--- src/rtl/harmonic_scheduler.sv ---
// Shares one sine ROM port across NUM_HARM harmonic oscillators, weights the returned samples and mixes them with the fundamental.
// Optional macro HARM_PHASE_SYNC_EN adds a note_start input that re-zeroes every harmonic phase.
module harmonic_scheduler #(
  parameter int NUM_HARM   = 4,
  parameter int PHASE_W    = 20,
  parameter int ROM_ADDR_W = 10,
  parameter int SAMPLE_W   = 16
) (
  input  logic                  clk,
  input  logic                  reset,
  input  logic [PHASE_W-1:0]    step_size,
  input  logic                  generate_next_sample,
`ifdef HARM_PHASE_SYNC_EN
  input  logic                  note_start,
`endif
  input  logic [SAMPLE_W-1:0]   unharmonicked_sample,
  output logic                  rom_req,
  output logic [ROM_ADDR_W-1:0] rom_addr,
  input  logic                  rom_valid,
  input  logic [SAMPLE_W-1:0]   rom_data,
  output logic                  new_sample_out,
  output logic [SAMPLE_W-1:0]   sample_out,
  output logic                  busy,
  output logic                  overrun
);

  localparam int SLOT_W = (NUM_HARM > 1) ? $clog2(NUM_HARM) : 1;
  localparam int ACC_W  = SAMPLE_W + 2;

  typedef enum logic [1:0] {IDLE, ISSUE, WAIT, MIX} state_t;

  state_t                     state_reg, state_next;
  logic [SLOT_W-1:0]          slot_reg;
  logic [PHASE_W-1:0]         step_reg;
  logic [SAMPLE_W-1:0]        u_reg;
  logic signed [ACC_W-1:0]    acc_reg;
  logic [SAMPLE_W-1:0]        sample_out_reg;
  logic                       new_sample_reg;
  logic                       overrun_reg;
  logic [PHASE_W-1:0]         phase_reg [NUM_HARM];
  logic [PHASE_W-1:0]         inc [NUM_HARM];
  logic                       last_slot;
  logic                       phase_clr;
  logic [1:0]                 shift_amt;
  logic signed [ACC_W-1:0]    rom_ext, rom_shift, u_ext, mix_sum;

  // Harmonic increments; anything that would exceed one full turn folds back to the fundamental.
  genvar gi;
  generate
    for (gi = 0; gi < NUM_HARM; gi++) begin : g_inc
      logic [PHASE_W+2:0] prod;
      assign prod    = (PHASE_W+3)'(gi + 2) * {3'b000, step_reg};
      assign inc[gi] = (prod[PHASE_W+2:PHASE_W] != 3'b000) ? step_reg : prod[PHASE_W-1:0];
    end
  endgenerate

  assign last_slot = (slot_reg == SLOT_W'(NUM_HARM - 1));

`ifdef HARM_PHASE_SYNC_EN
  logic note_pend_reg;

  // A note start seen while busy is held until the scheduler is back in IDLE.
  always_ff @(posedge clk or negedge reset) begin
    if (!reset) begin
      note_pend_reg <= 1'b0;
    end else if (state_reg == IDLE) begin
      note_pend_reg <= 1'b0;
    end else if (note_start) begin
      note_pend_reg <= 1'b1;
    end
  end

  assign phase_clr = (state_reg == IDLE) && (note_start || note_pend_reg);
`else
  assign phase_clr = 1'b0;
`endif

  always_comb begin
    if (slot_reg == '0) begin
      shift_amt = 2'd1;
    end else if (slot_reg == SLOT_W'(1)) begin
      shift_amt = 2'd2;
    end else begin
      shift_amt = 2'd3;
    end
  end

  assign rom_ext   = {{2{rom_data[SAMPLE_W-1]}}, rom_data};
  assign rom_shift = rom_ext >>> shift_amt;
  assign u_ext     = {{2{u_reg[SAMPLE_W-1]}}, u_reg};
  assign mix_sum   = (u_ext >>> 2) + (u_ext >>> 1) + (acc_reg >>> 2);

  always_ff @(posedge clk or negedge reset) begin
    if (!reset) begin
      state_reg <= IDLE;
    end else begin
      state_reg <= state_next;
    end
  end

  always_comb begin
    state_next = state_reg;
    rom_req    = 1'b0;
    rom_addr   = '0;
    busy       = (state_reg != IDLE);
    case (state_reg)
      IDLE: begin
        if (generate_next_sample) state_next = ISSUE;
      end
      ISSUE: begin
        rom_req    = 1'b1;
        rom_addr   = phase_reg[slot_reg][PHASE_W-1 -: ROM_ADDR_W];
        state_next = WAIT;
      end
      WAIT: begin
        if (rom_valid) state_next = last_slot ? MIX : ISSUE;
      end
      MIX: begin
        state_next = IDLE;
      end
      default: state_next = IDLE;
    endcase
  end

  always_ff @(posedge clk or negedge reset) begin
    if (!reset) begin
      for (int i = 0; i < NUM_HARM; i++) phase_reg[i] <= '0;
    end else begin
      for (int i = 0; i < NUM_HARM; i++) begin
        if (phase_clr) begin
          phase_reg[i] <= '0;
        end else if (state_reg == ISSUE && slot_reg == SLOT_W'(i)) begin
          phase_reg[i] <= phase_reg[i] + inc[i];
        end
      end
    end
  end

  always_ff @(posedge clk or negedge reset) begin
    if (!reset) begin
      slot_reg       <= '0;
      step_reg       <= '0;
      u_reg          <= '0;
      acc_reg        <= '0;
      sample_out_reg <= '0;
      new_sample_reg <= 1'b0;
      overrun_reg    <= 1'b0;
    end else begin
      new_sample_reg <= 1'b0;
      overrun_reg    <= generate_next_sample && (state_reg != IDLE);
      case (state_reg)
        IDLE: begin
          if (generate_next_sample) begin
            step_reg <= step_size;
            u_reg    <= unharmonicked_sample;
            acc_reg  <= '0;
            slot_reg <= '0;
          end
        end
        WAIT: begin
          if (rom_valid) begin
            acc_reg <= acc_reg + rom_shift;
            if (!last_slot) slot_reg <= slot_reg + 1'b1;
          end
        end
        MIX: begin
          sample_out_reg <= mix_sum[SAMPLE_W-1:0];
          new_sample_reg <= 1'b1;
        end
        default: ;
      endcase
    end
  end

  assign sample_out     = sample_out_reg;
  assign new_sample_out = new_sample_reg;
  assign overrun        = overrun_reg;

endmodule
--- config.mk ---
export PLATFORM = sky130hd
export DESIGN_NAME = harmonic_scheduler
export DESIGN_NICKNAME = d
export VERILOG_FILES = /design/src/rtl/harmonic_scheduler.sv
export SDC_FILE = /design/constraint.sdc
export NUM_CORES = 1
export LEC_CHECK = 0
export ABC_AREA = 1
export BUFFER_PORTS_ARGS = -buffer_cell sky130_fd_sc_hd__buf_2
export CAP_MARGIN = 20
export CORE_ASPECT_RATIO = 0.8
export CORE_MARGIN = 5
export CORE_UTILIZATION = 30
export CTS_CLUSTER_SIZE = 8
export DETAILED_ROUTE_END_ITERATION = 6
export HOLD_SLACK_MARGIN = 0.15
export PLACE_DENSITY = 0.44
export SLEW_MARGIN = 10
export SYNTH_ARGS = -nofsm -noshare
export SYNTH_HDL_FRONTEND = slang
export SYNTH_SLANG_ARGS = --single-unit
--- constraint.sdc ---
create_clock -name clk -period 3.7 [get_ports clk]
set_input_delay 0.37 -clock clk [delete_from_list [all_inputs] [get_ports clk]]
set_output_delay 0.37 -clock clk [all_outputs]
set_load 0.05 [all_outputs]
==> reports/qor.yml, run 1 <==
hold_viol_final: 0
wl_met2_um: 24300
fin_skew_ns: 0.0188
layout-drive-gt1-share_pct: 32.1
antenna_found_initial: 1
portBuffers: 84
core_sq_um: 48600
area_delta_synth_final_pct: 47.2
wl_um: 56800
die_height_um: 209
highest_layer: "met4"
dp_hpwl_um: 43700
r2r_cells: 22
clock_sinks: 155
path_class: "reg -> reg"
required_ns: 4.07
cap_violations: 0
worstHoldStart: "step_size[7]"
synth_nets: 2373
clockRootBuffer: "clkbuf_16"
holdPathEnd: "step_reg[7]$_DFFE_PN0P_"
fin_crit_ns: 3.83
nets: 2814
grt_overflow_total: 0
place_congestion: 0.907
drtIter0Drc: 1109
grt_pass1_vias: 15200
final_common_cell: "nand2_1"
synth-seq-cells: 155
nFillCells: 4874
route.detailed.drc: 0
vias: 15800
hold_class: "in -> reg"
largest_register_ffs: 80
tightestPinTransition_ns: 0.876
status: "finished with violations"
cts_buffers: 17
rsz0062_at_grt: "true"
ctsLongestPathBuffers: 2
max-slew-margin-rel_pct: 41.6
htreeDepth: 4
cp_max_fo: 8
ys_types: 50
avgSynthCellArea_sq_um: 6.98
firstDrtPassIters: 5
yosys_warnings: 0
reg2reg_slack_ns: -0.13
io_pins: 86
seq_area_sq_um: 3900
whs_ns: 0.173
multi_input_area_sq_um: 12200
clock.fmax_mhz: 261
initial_core_util_pct: 30.5
synth_area_sq_um: 14800
grt_max_degree: 79
endpoint_kind: "register"
die_w_um: 259
drtAntennaViolNets: 0
drv_slew: 0
min_period_over_period_pct: 104
setup_slack_ns: -0.133
hold_depth: 3
final_cell_mix: "nand2_1 (537), buf_4 (328), o21ai_0 (221)"
drt-met1-wl_um: 29400
track_usage_pct: 20.4
row_count: 72
tritoncts: "done"
grt_pass1_wl_um: 86700
met3_length_um: 2200
avgRoutedWirePerCell_um: 17.7
vias_per_cell: 4.92
clkTransAtPathRegs_ns: 0.08
r2r-start: "step_reg[17]$_DFFE_PN0P_"
r2r_end: "phase_reg[18]$_DFFE_PN0P_"
worstSetupStartpointType: "register"
arrival_ns: 4.20
diodes: 0
netlist_instances: 2125
violations: "negative setup slack"
finalSetupViolations: 14
clk_latency_ns: 0.48
seq_area_frac_synth_pct: 26.1
die-area_sq_um: 54100
## timing repair
action / 4_1_cts / 5_1_grt
hold buffers: 27 / 0
buffers inserted: 32 / 19
pin swaps: 75 / 100
setup endpoints to repair: 30 / 31
hold endpoints to repair: 102 / 0
gates resized for setup: 252 / 195
cloned: 1 / 3
## through the flow
stage	utilization (%)	cells	setup slack, ns	setup TNS (ns)	instance area [sq um]
2_1_floorplan	-	2125	0.00431	0	14800
5_1_grt	44.9	3208	-0.336	-5.27	21900
4_1_cts	42.5	3186	-0.0837	-0.470	20700
3_3_place_gp	37.5	3096	-0.529	-9.39	18200
6_report	44.9	3208	-0.133	-1.05	21900
3_5_place_dp	37.5	3096	-0.552	-9.50	18200
## critical path: stages (launching register included)
cell and delay [ns]:
dfrtp_2 0.49, ha_1 0.36, ha_4 0.30, nand2_2 0.08
nor4_2 0.33, nand2_2 0.09, nand2_1 0.07, nand2_1 0.05
nand2_2 0.10, nand3_4 0.18, clkbuf_16 0.23, nand2_4 0.06
o21ai_4 0.07, ha_4 0.31, buf_6 0.11, nand2_4 0.06
nor4_4 0.30, buf_4 0.16, nand4_1 0.11, nand3_1 0.11
nand2_1 0.05, nand3_1 0.06, nand2_1 0.05
## layout make-up
class / count / area share, %
Multi-Input combinational cell: 1735 / 56.0
Clock inverter: 15 / 0.836
Timing Repair Buffer: 470 / 16.5
Tap cell: 629 / 3.60
Clock buffer: 17 / 1.95
Inverter: 187 / 3.28
Sequential cell: 155 / 17.8
## routing by layer
metal | up-vias | track usage, %
li1 | 8046 | -
met1 | 7446 | 31.2
met2 | 243 | 30.1
met3 | 44 | 3.40
met4 | 0 | 4.12
met5 | - | 0
## cell usage after synthesis (all sizes together)
cell / number / share of area [%]
nand2: 599 / 15
xor2: 51 / 3.0
fa: 22 / 3.0
nor3b: 2 / 0.10
a21oi: 184 / 6.3
mux2i: 1 / 0.067
a22o: 1 / 0.059
and2: 4 / 0.17
a221oi: 1 / 0.059
nor4: 7 / 0.34
xnor2: 43 / 2.5
o21bai: 7 / 0.35
or3b: 1 / 0.059
nor3: 12 / 0.40
a21boi: 4 / 0.20
a211oi: 5 / 0.25
and3: 2 / 0.084
nor2: 147 / 3.8
o21ai: 305 / 11
dfrtp: 155 / 26
o22ai: 2 / 0.084
buf: 12 / 0.59
or2: 9 / 0.38
o2111ai: 1 / 0.059
nand3b: 2 / 0.10
clkbuf: 38 / 0.96
nand3: 83 / 2.9
inv: 185 / 4.7
o31ai: 10 / 0.57
o211ai: 2 / 0.10
ha: 170 / 14
clkinv: 2 / 0.051
a31oi: 13 / 0.55
a21o: 16 / 0.81
nand4: 27 / 1.1
## how the worst max path moves through the flow
stage	endpoint	from	depth (start not counted)	slack (ns)
floorplan	phase_reg[19]$_DFFE_PN0P_	step_reg[1]$_DFFE_PN0P_	28	0.004
global placement	phase_reg[18]$_DFFE_PN0P_	step_reg[11]$_DFFE_PN0P_	21	-0.53
detailed placement	phase_reg[18]$_DFFE_PN0P_	step_reg[3]$_DFFE_PN0P_	25	-0.55
CTS	phase_reg[17]$_DFFE_PN0P_	step_reg[3]$_DFFE_PN0P_	24	-0.08
global route	phase_reg[18]$_DFFE_PN0P_	step_reg[18]$_DFFE_PN0P_	24	-0.34
finish	phase_reg[18]$_DFFE_PN0P_	step_reg[17]$_DFFE_PN0P_	22	-0.13
## cells by family after synthesis
kind of cell / count (synthesis) / share of synthesized area (%)
mux: 1 / 0.0674
simple gates: 895 / 24.8
compound gates: 551 / 19.9
fa+ha+maj: 192 / 17.3
flops: 155 / 26.1
xor+xnor: 94 / 5.55
buf+inv: 237 / 6.28
Power of run 1 is not shown: default switching activity piles up to over one toggle a cycle in this logic, so the estimate is an artifact.
==> run 2: changes to the inputs <==
--- a/config.mk
+++ b/config.mk
@@ -15,6 +15,7 @@
 export DETAILED_ROUTE_END_ITERATION = 6
 export HOLD_SLACK_MARGIN = 0.15
 export PLACE_DENSITY = 0.44
+export SKIP_CTS_REPAIR_TIMING = 1
 export SLEW_MARGIN = 10
 export SYNTH_ARGS = -nofsm -noshare
 export SYNTH_HDL_FRONTEND = slang
==> run 2 against run 1 <==
Net effect: the run still ends with negative setup slack left; hold slack worse by 0.044 ns; register-to-register slack lost 0.04 ns; sequential share of layout area barely moved; core utilization is 0.095 points lower; wire length grew 0.20%; cell count up 0.25%; worst setup slack got worse by 0.042 ns; largest cell class unchanged.
==> reports/qor.yml, run 2 (synthesis gave the netlist of run 1 again) <==
tightestPinTransition_ns: 0.862
arrival_ns: 4.24
track_usage_pct: 19.5
place_congestion: 0.907
route.detailed.drc: 0
die_height_um: 209
cp_max_fo: 7
hold_class: "in -> reg"
path_class: "reg -> reg"
status: "finished with violations"
antenna_found_initial: 1
violations: "negative setup slack"
grt_max_degree: 79
core_sq_um: 48600
firstDrtPassIters: 7
avgRoutedWirePerCell_um: 17.7
diodes: 0
clkTransAtPathRegs_ns: 0.08
clk_latency_ns: 0.48
fin_crit_ns: 3.87
tritoncts: "done"
area_delta_synth_final_pct: 46.9
final_area_sq_um: 21800
io_pins: 86
endpoint_kind: "register"
vias: 15800
top_usage_layer: "met1"
dp_hpwl_um: 43700
grtUsageMet2_pct: 27.9
cts_buffers: 17
place_inst: 3096
row_count: 72
final_cell_mix: "nand2_1 (538), buf_4 (333), o21ai_0 (220)"
grt_overflow_total: 0
wl_um: 56900
drv_slew: 0
die-area_sq_um: 54100
grt_pass1_wl_um: 82900
clock_sinks: 155
ctsLongestPathBuffers: 2
crit_top_cell: "nand2_1"
instances_no_fill: 3216
die_w_um: 259
rsz0062_at_grt: "true"
cp_top_family: "compound AO/OA/AOI/OAI gates"
worst-path-buf-inv: 4
hold_viol_final: 0
htreeDepth: 4
grt.met1_usage_pct: 30.7
fin_skew_ns: 0.0198
clock.fmax_mhz: 258
required_ns: 4.06
cap_violations: 0
vias_per_cell: 4.90
initial_core_util_pct: 30.5
crit_slowest_cell: "dfrtp_1"
worstSetupStartpointType: "register"
drtIter0Drc: 1000
final_common_cell: "nand2_1"
finalSetupViolations: 16
grt_util_met3_pct: 3.62
grt_pass1_vias: 14400
drtAntennaViolNets: 0
slowest_delay_ns: 0.41
finalSetupTns_ns: -1.46
setup_slack_ns: -0.175
clockRootBuffer: "clkbuf_16"
layout-drive-gt1-share_pct: 32.2
nets: 2822
largest_register_ffs: 80
min_period_over_period_pct: 105
portBuffers: 84
nFillCells: 4898
max-slew-margin-rel_pct: 42.5
whs_ns: 0.128
place_area_sq_um: 18200
## run 2: changes by cell type in the layout (fill, tap and decap cells not counted), sizes merged
| cell | before | now |
|---|---|---|
| buf | 441 | 454 |
| clkbuf | 19 | 18 |
| clkinv | 10 | 9 |
| clkinvlp | 0 | 1 |
| dlygate4sd3 | 27 | 23 |
## run 2: layout make-up
class,instances,area (sq um),share of cell area (%)
Clock inverter,15,183,0.838
Multi-Input combinational cell,1735,12100,55.6
Inverter,187,718,3.29
Sequential cell,155,3900,17.9
Tap cell,629,787,3.61
Timing Repair Buffer,478,3680,16.9
Clock buffer,17,425,1.95
## run 2: stage by stage
step	setup slack [ns]	utilization, %
6_report	-0.175	44.8
2_1_floorplan	0.00431	-
4_1_cts	-0.582	38.7
5_1_grt	-0.385	44.8
3_3_place_gp	-0.529	37.5
3_5_place_dp	-0.552	37.5
## run 2: path summary, 6_finish.rpt
| check | from | to | cells after the start | slack, ns |
|---|---|---|---|---|
| setup / recovery | step_reg[18]$_DFFE_PN0P_ | phase_reg[19]$_DFFE_PN0P_ | 26 | -0.17 |
| hold / removal | step_size[18] | step_reg[18]$_DFFE_PN0P_ | 3 | 0.13 |
| setup reg to reg | step_reg[18]$_DFFE_PN0P_ | phase_reg[19]$_DFFE_PN0P_ | 26 | -0.17 |
| hold reg to reg | phase_reg[59]$_DFFE_PN0P_ | phase_reg[59]$_DFFE_PN0P_ | 2 | 0.47 |
| max in group asynchronous | reset | acc_reg[2]$_DFFE_PN0P_ | 3 | 2.26 |
| min in group asynchronous | reset | phase_reg[30]$_DFFE_PN0P_ | 2 | 0.54 |
## run 2: metal layers
metal / vias up / share of wire, %
met4: 0 / 1.5
met5: - / 0
li1: 8071 / -
met3: 41 / 4.2
met2: 264 / 43
met1: 7384 / 52
## run 2: worst register-to-register path, cell delays in order, from the launching register on
cell,delay [ns]
dfrtp_1,0.41
buf_4,0.16
ha_1,0.31
ha_4,0.29
a21oi_4,0.15
o21ai_0,0.11
a21oi_2,0.17
nand2_1,0.08
nand2_1,0.07
nand2_2,0.06
inv_2,0.07
nand3_4,0.18
buf_6,0.18
nand2_2,0.05
o21ai_2,0.06
ha_1,0.34
a21o_1,0.24
a31oi_4,0.17
nand2_1,0.07
nand2_1,0.06
nand2_1,0.06
a31oi_2,0.17
inv_1,0.07
nand2_2,0.07
nand3_2,0.05
nand2_1,0.05
nand2_1,0.05
Power of run 2 is left out for the same reason.
==> run 3: changes to the inputs <==
--- a/config.mk
+++ b/config.mk
@@ -10,11 +10,11 @@
 export CAP_MARGIN = 20
 export CORE_ASPECT_RATIO = 0.8
 export CORE_MARGIN = 5
-export CORE_UTILIZATION = 30
+export CORE_UTILIZATION = 45
 export CTS_CLUSTER_SIZE = 8
 export DETAILED_ROUTE_END_ITERATION = 6
 export HOLD_SLACK_MARGIN = 0.15
-export PLACE_DENSITY = 0.44
+export PLACE_DENSITY = 0.61
 export SKIP_CTS_REPAIR_TIMING = 1
 export SLEW_MARGIN = 10
 export SYNTH_ARGS = -nofsm -noshare
==> run 3 against run 2 <==
Net effect: design area down 3.6%; hold slack improved by 0.0068 ns; core utilization is 20 points higher; critical endpoint is now phase_reg[16]$_DFFE_PN0P_; count of clock-buffer cells in the layout is 3 higher; the run still ends with negative setup slack left; register-to-register slack gained 0.03 ns.
==> reports/qor.yml, run 3 (synthesis gave the netlist of run 1 again) <==
antenna_found_initial: 1
vias_per_cell: 5.44
fin_crit_ns: 3.84
row_count: 59
drtAntennaViolNets: 0
hold_class: "in -> reg"
grt_overflow_total: 0
diodes: 0
avgRoutedWirePerCell_um: 18.0
cap_violations: 0
drtIter0Drc: 1328
place_area_sq_um: 17800
max-slew-margin-rel_pct: 49.1
clkTransAtPathRegs_ns: 0.08
track_usage_pct: 26.7
clock.fmax_mhz: 260
ctsLongestPathBuffers: 2
cp_max_fo: 8
clk_latency_ns: 0.47
drv_slew: 0
wl_um: 53300
grt_max_degree: 65
vias: 16100
core_sq_um: 32600
min_period_over_period_pct: 104
nets: 2778
finalSetupViolations: 13
tightestPinTransition_ns: 0.758
firstDrtPassIters: 5
status: "finished with violations"
io_pins: 86
setup_slack_ns: -0.142
die-area_sq_um: 36700
hold_viol_final: 0
largest_register_ffs: 80
required_ns: 4.04
violations: "negative setup slack"
arrival_ns: 4.18
clockRootBuffer: "clkbuf_16"
rsz0062_at_grt: "true"
grt_pass1_vias: 14400
grt_pass1_wl_um: 77200
cts_buffers: 17
die_w_um: 213
endpoint_kind: "register"
clock_sinks: 155
final_area_sq_um: 21000
final_cell_mix: "nand2_1 (543), buf_4 (305), o21ai_0 (220)"
initial_core_util_pct: 45.6
die_height_um: 172
path_class: "reg -> reg"
final_common_cell: "nand2_1"
dp_hpwl_um: 39200
tritoncts: "done"
worstSetupStartpointType: "register"
route.detailed.drc: 0
htreeDepth: 4
fin_skew_ns: 0.0165
portBuffers: 84
layout-drive-gt1-share_pct: 30.6
area_delta_synth_final_pct: 41.6
place_congestion: 0.955
[run 3: changes by cell type in the layout (fill, tap and decap cells not counted), sizes merged]
cell and change:
bufinv -1, nand2 -1, dlygate4sd3 -10, clkinvlp +2, buf -33, clkbuf +3
clkinv -5, inv +1
[run 3: path summary, 6_finish.rpt]
check,startpoint,to,slack (ns),cells after the start
min in group asynchronous,reset,phase_reg[21]$_DFFE_PN0P_,0.44,2
max reg2reg,step_reg[11]$_DFFE_PN0P_,phase_reg[16]$_DFFE_PN0P_,-0.14,23
min,step_size[18],step_reg[18]$_DFFE_PN0P_,0.14,3
min reg2reg,sample_out[14]$_DFFE_PN0P_,sample_out[14]$_DFFE_PN0P_,0.48,2
max in group asynchronous,reset,step_reg[0]$_DFFE_PN0P_,2.25,3
max,step_reg[11]$_DFFE_PN0P_,phase_reg[16]$_DFFE_PN0P_,-0.14,23
[run 3: area by class of cell]
type / count / area, sq um
Clock buffer: 20 / 437
Inverter: 187 / 721
Multi-Input combinational cell: 1734 / 12000
Sequential cell: 155 / 3900
Timing Repair Buffer: 435 / 3290
Tap cell: 427 / 534
Clock inverter: 12 / 125
Fill cell: 2748 / 11500
[run 3: worst max-delay path: stages, from the launching register on]
cell      delay [ns]
dfrtp_2         0.48
ha_4            0.27
ha_4            0.25
a21oi_2         0.20
a21boi_1        0.23
nand2_1         0.07
nand2_1         0.08
nand2_2         0.07
nor2_4          0.16
nand3_4         0.17
buf_12          0.18
clkinv_8        0.06
nand3_2         0.09
o21ai_4         0.10
ha_4            0.23
buf_6           0.12
nand2_1         0.07
nand2_2         0.07
a21oi_2         0.17
o21ai_2         0.11
a21oi_2         0.21
o21ai_2         0.09
xnor2_1         0.15
o21ai_1         0.07
[run 3: metrics by stage]
| stage | setup WS [ns] | hold WS [ns] | cells | utilization [%] | TNS (ns) |
|---|---|---|---|---|---|
| 3_5_place_dp | -0.399 | 0.377 | 2877 | 54.7 | -6.54 |
| 2_1_floorplan | 0.00431 | 0.0744 | 2125 | - | 0 |
| 4_1_cts | -0.439 | -0.116 | 2909 | 56.5 | -7.86 |
| 3_3_place_gp | -0.467 | 0.372 | 2877 | 54.7 | -6.45 |
| 5_1_grt | -0.293 | 0.156 | 2970 | 64.6 | -5.17 |
| 6_report | -0.142 | 0.135 | 2970 | 64.6 | -0.852 |
[run 3: routing by layer]
layer / vias to the layer above / wire length, um / track usage (%)
met5: - / 13 / 0
met4: 2 / 1570 / 5.73
met3: 84 / 3480 / 4.44
met2: 502 / 22800 / 39.6
met1: 7601 / 25500 / 40.7
li1: 7958 / - / -
Power of run 3 is left out for the same reason.
